File: src/rtl/bicubic_lb_pkg.sv
// Shared constants and types for the bicubic line-buffer bank.
package bicubic_lb_pkg;

    localparam int LB_ADDR_W        = 11;
    localparam int LB_DATA_W        = 8;
    localparam int LB_NUM_ROWS      = 4;
    localparam int LB_IMG_W_DEFAULT = 1920;

    typedef logic [1:0] lb_row_idx_t;

    function automatic logic [LB_NUM_ROWS-1:0] row_onehot(input lb_row_idx_t row);
        return 4'b0001 << row;
    endfunction

endpackage

File: src/rtl/bicubic_line_writer.sv
// Write-side controller for the bicubic line-buffer bank: rotates raster lines
// across four rows and back-pressures the stream when every row is occupied.
module bicubic_line_writer
    import bicubic_lb_pkg::*;
#(
    parameter int IMG_W  = LB_IMG_W_DEFAULT,
    parameter int ADDR_W = LB_ADDR_W,
    parameter int DATA_W = LB_DATA_W
) (
    input  logic              clk_in1,
    input  logic              rst,
    input  logic              s_valid,
    output logic              s_ready,
    input  logic [DATA_W-1:0] s_data,
    input  logic              s_sof,
    input  logic              line_release,
    output logic              bram0_wenb,
    output logic              bram1_wenb,
    output logic              bram2_wenb,
    output logic              bram3_wenb,
    output logic [ADDR_W-1:0] bram_waddr,
    output logic [DATA_W-1:0] bram_wdata,
    output logic              line_done,
    output logic [1:0]        done_bank,
    output logic [2:0]        fill_cnt,
    output logic              release_err
);

    localparam logic [ADDR_W-1:0] LAST_COL = ADDR_W'(IMG_W - 1);
    localparam logic [2:0]        FULL     = 3'(LB_NUM_ROWS);

    logic [ADDR_W-1:0]      col;
    lb_row_idx_t            wr_bank;
    logic [LB_NUM_ROWS-1:0] wenb;

    logic              accept;
    logic              sof_beat;
    logic              line_end;
    logic              rel_ok;
    lb_row_idx_t       tgt_bank;
    logic [ADDR_W-1:0] tgt_col;

    assign s_ready  = (fill_cnt != FULL);
    assign accept   = s_valid & s_ready;
    assign sof_beat = accept & s_sof;

    // A start-of-frame beat lands at row 0, column 0 regardless of the current position.
    assign tgt_bank = sof_beat ? lb_row_idx_t'(0) : wr_bank;
    assign tgt_col  = sof_beat ? '0 : col;
    assign line_end = accept && (tgt_col == LAST_COL);
    assign rel_ok   = line_release && !sof_beat && (fill_cnt != 3'd0);

    assign bram0_wenb = wenb[0];
    assign bram1_wenb = wenb[1];
    assign bram2_wenb = wenb[2];
    assign bram3_wenb = wenb[3];

    // NOTE: state registers use non-blocking assignments so every update sees pre-edge values.
    always_ff @(posedge clk_in1) begin
        if (rst) begin
            col         <= '0;
            wr_bank     <= '0;
            fill_cnt    <= '0;
            wenb        <= '0;
            bram_waddr  <= '0;
            bram_wdata  <= '0;
            line_done   <= 1'b0;
            done_bank   <= '0;
            release_err <= 1'b0;
        end else begin
            wenb      <= '0;
            line_done <= 1'b0;

            if (accept) begin
                wenb       <= row_onehot(tgt_bank);
                bram_waddr <= tgt_col;
                bram_wdata <= s_data;
                if (line_end) begin
                    col       <= '0;
                    wr_bank   <= tgt_bank + 2'd1;
                    line_done <= 1'b1;
                    done_bank <= tgt_bank;
                end else begin
                    col     <= tgt_col + 1'b1;
                    wr_bank <= tgt_bank;
                end
            end

            // Simultaneous completion and release cancel out.
            if (sof_beat) begin
                fill_cnt <= 3'(line_end);
            end else begin
                fill_cnt <= fill_cnt + 3'(line_end) - 3'(rel_ok);
            end

            if (line_release && !sof_beat && (fill_cnt == 3'd0)) begin
                release_err <= 1'b1;
            end
        end
    end

endmodule
File: config.mk
export PLATFORM = sky130hd
export DESIGN_NAME = bicubic_line_writer
export DESIGN_NICKNAME = d
export VERILOG_FILES = /design/src/rtl/bicubic_lb_pkg.sv /design/src/rtl/bicubic_line_writer.sv
export SDC_FILE = /design/constraint.sdc
export NUM_CORES = 1
export LEC_CHECK = 0
export BUFFER_PORTS_ARGS = -buffer_cell sky130_fd_sc_hd__buf_2
export CORE_MARGIN = 1.5
export CORE_UTILIZATION = 40
export CTS_CLUSTER_SIZE = 28
export DETAILED_ROUTE_END_ITERATION = 10
export HOLD_SLACK_MARGIN = 0.05
export PLACE_DENSITY_LB_ADDON = 0.12
export SLEW_MARGIN = 0
export SYNTH_ARGS = -nofsm -noshare
export SYNTH_HDL_FRONTEND = slang
export SYNTH_SLANG_ARGS = --single-unit
File: constraint.sdc
create_clock -name clk_in1 -period 3.79 [get_ports clk_in1]
set_input_delay 0.758 -clock clk_in1 [delete_from_list [all_inputs] [get_ports clk_in1]]
set_output_delay 0.758 -clock clk_in1 [all_outputs]
set_load 0.02 [all_outputs]
==> reports/results.tsv, run 1 <==
stage	metric	value	unit
detailed_routing	drt_wl_total	4.24	mm
synthesis	synth_top_area_share	45.3	%
sta	relSlewSlack	51.2	%
synthesis	synth-seq-cells	43	
setup_path	crit_path_max_fanout	9	
sta	period_needed	3.21	ns
placed_design	portBuffers	43	
setup_path	rr_worst_depth	14	
power	p_leak	0.939	nW
synthesis	syn_area_per_cell	8.19	µm²
floorplanning	die_w	71.9	µm
clock_tree	clkSinkCount	43	
synthesis	synthTopCellsByCount	dfxtp_1 (43), nand2_1 (43), a21oi_1 (30)	
setup_path	cp_top_family	simple AND/OR/NAND/NOR gates	
sta	max_clock_freq	311	MHz
final_layout	n_antenna_cell	0	
synthesis	synth_edf_count	0	
synthesis	synthFlopType	dfxtp_1	
synthesis	synthCells	232	
detailed_routing	wl_per_cell	13.1	µm
setup_path	path_buf_inv	1	
floorplanning	die-height	71.9	µm
clock_tree	clock_latency	0.29	ns
global_routing	antenna_found_initial	0	
final_layout	nets	287	
placed_design	gp_congestion	0.826	
clock_tree	cts.clk_slew.worst_paths	0.08	ns
final_layout	drive_gt1_share	21.7	%
status	status	complete, no violations	
synthesis	syn_nets	248	
setup_path	r2r-start	fill_cnt[1]$_SDFF_PP0_	
detailed_routing	vias	1756	
global_routing	grt_start_max_net_pins	44	
detailed_routing	ant_nets	0	
floorplanning	fp.dieArea	5170	µm²
synthesis	async_flop_share	0	%
setup_path	critPathLaunch	fill_cnt[1]$_SDFF_PP0_	
sta	final.setup.tns	0	ns
final_layout	syn2layout_area_growth	17.0	%
synthesis	synth_area	1900	µm²
setup_path	r2r-end	fill_cnt[2]$_SDFF_PP0_	
clock_tree	ctsHoldBuffers	0	
setup_path	worstSetupPathType	reg -> reg	
sta	setup_viol_count_final	0	
synthesis	ys_seq_area_share	45.3	%
global_routing	grt_pass1_vias	1620	
detailed_routing	first_pass_iters	4	
sta	fin_crit_sh	84.8	%
synthesis	synth.area.top_cells	dfxtp_1 (45%), nand2_1 (8.5%), a21oi_1 (7.9%), nand3_1 (3.4%), o21ai_0 (2.4%)	
min_path	worst_hold_path.endpoint	bram_waddr[9]$_SDFFE_PP0N_	
global_routing	grt_usage	17.5	%
clock_tree	numCtsBuffers	5	
placed_design	dp_hpwl	2.72	mm
min_path	hold_path_depth	2	
floorplanning	initial_core_util	42.4	%
floorplanning	num_rows	24	
final_layout	post-route-util	49.7	%
setup_path	arrival	3.36	ns
synthesis	synthDistinctLibCells	40	
setup_path	required	3.94	ns
job	cap_violations	0	
detailed_routing	drtIter0Drc	113	
global_routing	gr-total-overflow	0	
sta	final_max_slew_viol_count	0	
sta	worstMarginPinSlew	0.732	ns
clock_tree	cts_tree	done	
floorplanning	io_pins	44	
synthesis	ys_warn_count	0	
synthesis	yosys.area.top_type	dfxtp_1	
min_path	hold_path_class	reg -> reg	
setup_path	slowest_stage	nor3b_4	
setup_path	crit_chain	nor3b_4, nor2_1, nor2b_1, ha_1, and3_1, nand4b_2, nor2_1, xnor2_1, ha_1, inv_1, fa_1, xnor2_1, xnor2_1, nor3_1	
sta	hold_viol_final	0	
clock_tree	root_buffer	clkbuf_8	
detailed_routing	drc	0	
clock_tree	htree_levels	2	
detailed_routing	viasPerCell	5.42	
global_routing	grt_pass1_wl	7.31	mm
setup_path	rrSetupSlack	0.58	ns
setup_path	crit_path_max_incr_delay	0.41	ns
power	vdd.ir_drop.worst	0.000198	V
floorplanning	core	4470	µm²
power	cellPowerDensity	500	nW/µm²
setup_path	end_kind	register	
clock_tree	post-cts-setup-buffer-count	0	
setup_path	startpoint_type	register	
sta	rsz0062_at_grt	false	
clock_tree	clk_path_buf_depth	2	
setup_path	cp_common_cell	xnor2_1	
clock_tree	ctsResizeCount	0	
min_path	hp-start	bram_waddr[9]$_SDFFE_PP0N_	
sta	skew	0.00876	ns
where the power goes:
| part | switching, mW | leakage [nW] | internal (mW) | total [mW] |
|---|---|---|---|---|
| clock network | 0.149 | 0.0422 | 0.129 | 0.279 |
| registers | 0.0260 | 0.349 | 0.484 | 0.510 |
| logic | 0.212 | 0.548 | 0.109 | 0.322 |
| total | 0.388 | 0.939 | 0.723 | 1.11 |
tightest hold or removal path: cells and delay by family, from the launching register on:
family | cells | cell delay, ns
simple gates | 1 | 0.05
flops | 1 | 0.31
compound gates | 1 | 0.05
area by class of cell:
| class | instances | area [µm²] |
|---|---|---|
| inverter | 7 | 26.3 |
| timing repair buffer | 47 | 245 |
| tap | 52 | 65.1 |
| fill | 469 | 2250 |
| multi-input combinational | 167 | 943 |
| sequential | 43 | 861 |
| clock buffer | 7 | 76.3 |
| clock inverter | 1 | 5.00 |
per-stage QoR:
stage               cells  area (µm²)  setup WS, ns  hold slack [ns]  power (mW)
global placement      316        2140         0.398            0.438       0.846
finish                324        2220         0.576            0.450        1.11
CTS                   324        2220         0.544            0.454        1.13
detailed placement    316        2140         0.332            0.443       0.846
floorplan             232        1900         0.637            0.457       0.756
global route          324        2220         0.212            0.478        1.19
routing by layer:
metal	track usage (%)	share of wire [%]	routed length, µm	vias to the layer above
met2	28.0	45	1910	42
met5	0	0	0	-
li1	-	-	-	888
met1	23.4	48	2050	817
met4	6.50	2.0	84	0
met3	3.75	4.6	195	9
cells in the final DEF (no fill, tap or decap), types with 5 or more instances in the layout:
cell type	synthesis	routed
a21oi_1	30	30
nor3_1	7	7
nand2_1	43	43
o21ai_0	9	9
inv_1	6	6
buf_2	4	43
a31oi_1	6	6
nand3_1	13	13
clkbuf_8	0	5
nor2_1	12	12
dfxtp_1	43	43
kinds of logic (layout without fill, tap and decap cells):
family / after synthesis / in the layout / synth area share (%)
and+or+nand+nor: 103 / 103 / 27.9
adders and majority gates: 3 / 3 / 2.37
xor gates and xnor gates: 3 / 3 / 1.38
buffers and inverters: 22 / 62 / 5.01
AOI/OAI and AO/OA: 56 / 56 / 17.0
DFF: 43 / 43 / 45.3
muxes: 2 / 2 / 1.05
worst max-delay path by stage:
| stage | to | slack, ns | cells past startpoint |
|---|---|---|---|
| after floorplan | fill_cnt[2]$_SDFF_PP0_ | 0.64 | 16 |
| after global placement | fill_cnt[2]$_SDFF_PP0_ | 0.40 | 15 |
| after detailed placement | fill_cnt[2]$_SDFF_PP0_ | 0.33 | 15 |
| after CTS | fill_cnt[2]$_SDFF_PP0_ | 0.54 | 14 |
| after global routing | fill_cnt[2]$_SDFF_PP0_ | 0.21 | 14 |
| final | fill_cnt[2]$_SDFF_PP0_ | 0.58 | 14 |
flip-flops by register name (all words and copies together), names as in the netlist:
name and flops:
fill_cnt 3, release_err 1, col 11, done_bank 2
bram_waddr 11, wr_bank 2, wenb 4, bram_wdata 8
line_done 1
No activity file was read; power rests on OpenSTA's default activity.
==> run 2: changes to the inputs <==
==> constraint.sdc (replaced) <==
create_clock -name clk_in1 -period 3.37 [get_ports clk_in1]
set_input_delay 0.674 -clock clk_in1 [delete_from_list [all_inputs] [get_ports clk_in1]]
set_output_delay 0.674 -clock clk_in1 [all_outputs]
set_load 0.02 [all_outputs]
==> run 2 against run 1 <==
Against the previous run: flip-flop and latch count unchanged; worst setup slack worse by 0.14 ns; clock power increased by 48%; maximum frequency is 9.4% higher; clock skew decreased by 0.0038 ns; largest cell class unchanged.
==> reports/results.tsv, run 2 (synthesized netlist as in run 1, its figures left out) <==
stage	metric	value	unit	change
final_layout	n_antenna_cell	0		unchanged
sta	relSlewSlack	49.5	%	-1.7 points
min_path	hold_path_class	reg -> reg		
sta	rsz0062_at_grt	false		
detailed_routing	drtIter0Drc	128		+13%
clock_tree	root_buffer	clkbuf_8		
sta	fin_crit_sh	87.2	%	+2.4 points
job	cap_violations	0		unchanged
global_routing	grt_pass1_wl	7.36	mm	+0.66%
setup_path	end_kind	register		
min_path	hold_path_depth	2		unchanged
setup_path	arrival	3.08	ns	-0.28 ns
detailed_routing	met3_length	150	µm	-23%
floorplanning	die_w	71.9	µm	unchanged
clock_tree	ctsResizeCount	0		unchanged
clock_tree	post-cts-setup-buffer-count	0		unchanged
final_layout	drive_gt1_share	23.3	%	+1.6 points
placed_design	dp_hpwl	2.78	mm	+2.2%
floorplanning	io_pins	44		unchanged
detailed_routing	drt_wl_total	4.36	mm	+2.9%
clock_tree	cts.clk_slew.worst_paths	0.08	ns	about the same
sta	setup_viol_count_final	0		unchanged
sta	final.setup.tns	0	ns	unchanged
setup_path	worstSetupPathType	reg -> reg		
sta	period_needed	2.94	ns	-0.276 ns
setup_path	rrSetupSlack	0.43	ns	-0.14 ns
sta	setup_ws	0.433	ns	-0.144 ns
final_layout	fin_cells	327		+0.93%
detailed_routing	m1WireLength	2.16	mm	+5.6%
final_layout	syn2layout_area_growth	20.1	%	
floorplanning	fp.dieArea	5170	µm²	unchanged
global_routing	grt_usage	17.8	%	+0.31 points
min_path	hp-start	bram_waddr[9]$_SDFFE_PP0N_		
setup_path	crit_path_max_fanout	5		-4
detailed_routing	vias	1747		-0.51%
clock_tree	numCtsBuffers	5		unchanged
final_layout	top_regs	bram_waddr x11, col x11, bram_wdata x8		
floorplanning	num_rows	24		unchanged
detailed_routing	drc	0		unchanged
sta	final_max_slew_viol_count	0		unchanged
setup_path	r2r-start	fill_cnt[1]$_SDFF_PP0_		
detailed_routing	first_pass_iters	4		unchanged
clock_tree	clock_latency	0.29	ns	about the same
sta	worstMarginPinSlew	0.758	ns	+0.0252 ns
detailed_routing	viasPerCell	5.34		-1.4%
placed_design	gp_congestion	0.731		-11%
clock_tree	cts_tree	done		
placed_design	portBuffers	43		unchanged
placed_design	dp.cells	319		+0.95%
setup_path	startpoint_type	register		
sta	hold_viol_final	0		unchanged
power	p_leak	0.974	nW	+3.7%
final_layout	post-route-util	51.0	%	+1.3 points
clock_tree	clk_path_buf_depth	2		unchanged
detailed_routing	met2_length	2.00	mm	+4.7%
final_layout	fill_cells	446		-4.9%
global_routing	grt_start_max_net_pins	44		unchanged
global_routing	grt_pass1_vias	1638		+1.1%
setup_path	rr_worst_depth	14		unchanged
setup_path	r2r-end	fill_cnt[2]$_SDFF_PP0_		
power	vdd.ir_drop.worst	0.000318	V	+61%
global_routing	gr-total-overflow	0		unchanged
clock_tree	clkSinkCount	43		unchanged
detailed_routing	wl_per_cell	13.3	µm	+1.9%
floorplanning	die-height	71.9	µm	unchanged
sta	skew	0.00499	ns	-0.00377 ns
floorplanning	core	4470	µm²	unchanged
final_layout	final_cell_mix	nand2_1 (43), dfxtp_1 (43), buf_2 (43)		
setup_path	required	3.52	ns	-0.42 ns
floorplanning	initial_core_util	42.4	%	unchanged
detailed_routing	top_layer	met4		
status	status	complete, no violations		
placed_design	preCtsSetupSlack	0.192	ns	-0.140 ns
sta	holdWs	0.449	ns	-0.00131 ns
min_path	worst_hold_path.endpoint	bram_waddr[9]$_SDFFE_PP0N_		
sta	max_clock_freq	340	MHz	+9.4%
final_layout	regArea	861	µm²	unchanged
clock_tree	ctsHoldBuffers	0		unchanged
power	cellPowerDensity	596	nW/µm²	+19%
clock_tree	htree_levels	2		unchanged
detailed_routing	ant_nets	0		unchanged
final_layout	multiInputGateArea	943	µm²	unchanged
global_routing	antenna_found_initial	0		unchanged
final_layout	nets	290		+1.0%
run 2: cell types whose count changed in the layout (fill, tap and decap cells not counted):
cell       delta
bufinv_16     +1
clkbuf_8      +1
clkbuf_1      -2
buf_4         +3
run 2: metrics by stage:
stage	cell area, µm²	power (mW)
2_1_floorplan	1900	0.851
3_3_place_gp	2160	0.960
3_5_place_dp	2160	0.959
4_1_cts	2280	1.37
5_1_grt	2280	1.44
6_report	2280	1.36
run 2: cell type report:
class | instances | area share, %
Multi-Input combinational cell | 167 | 41.4
Sequential cell | 43 | 37.7
Timing Repair Buffer | 50 | 11.7
Clock buffer | 6 | 3.62
Tap cell | 52 | 2.85
Clock inverter | 2 | 1.54
Inverter | 7 | 1.15
run 2: power by group:
group          switching [mW]  internal [mW]
clock                   0.173          0.240
combinational           0.237          0.135
sequential             0.0301          0.544
total                   0.440          0.919
run 2: worst max-delay path by stage:
stage,startpoint,end,slack (ns),cells after the start
finish,fill_cnt[1]$_SDFF_PP0_,fill_cnt[2]$_SDFF_PP0_,0.43,14
global route,fill_cnt[1]$_SDFF_PP0_,fill_cnt[2]$_SDFF_PP0_,0.13,14
CTS,fill_cnt[1]$_SDFF_PP0_,fill_cnt[2]$_SDFF_PP0_,0.39,14
detailed placement,s_valid,fill_cnt[2]$_SDFF_PP0_,0.19,15
global placement,s_valid,fill_cnt[2]$_SDFF_PP0_,0.26,15
floorplan,s_sof,fill_cnt[2]$_SDFF_PP0_,0.30,16
run 2: layer usage:
layer | track usage, % | vias up
li1 | - | 898
met1 | 23.4 | 812
met2 | 29.1 | 32
met3 | 4.31 | 5
met4 | 5.66 | 0
met5 | 0 | -
run 2: worst max-delay path, cell delays in order, from the launching register on:
cell	delay, ns
dfxtp_1	0.39
nor3b_4	0.35
nor2_1	0.12
nor2b_1	0.13
ha_1	0.18
and3_1	0.20
nand4b_2	0.11
nor2_1	0.20
xnor2_1	0.15
ha_1	0.16
inv_1	0.05
fa_1	0.38
xnor2_1	0.17
xnor2_1	0.14
nor3_1	0.06
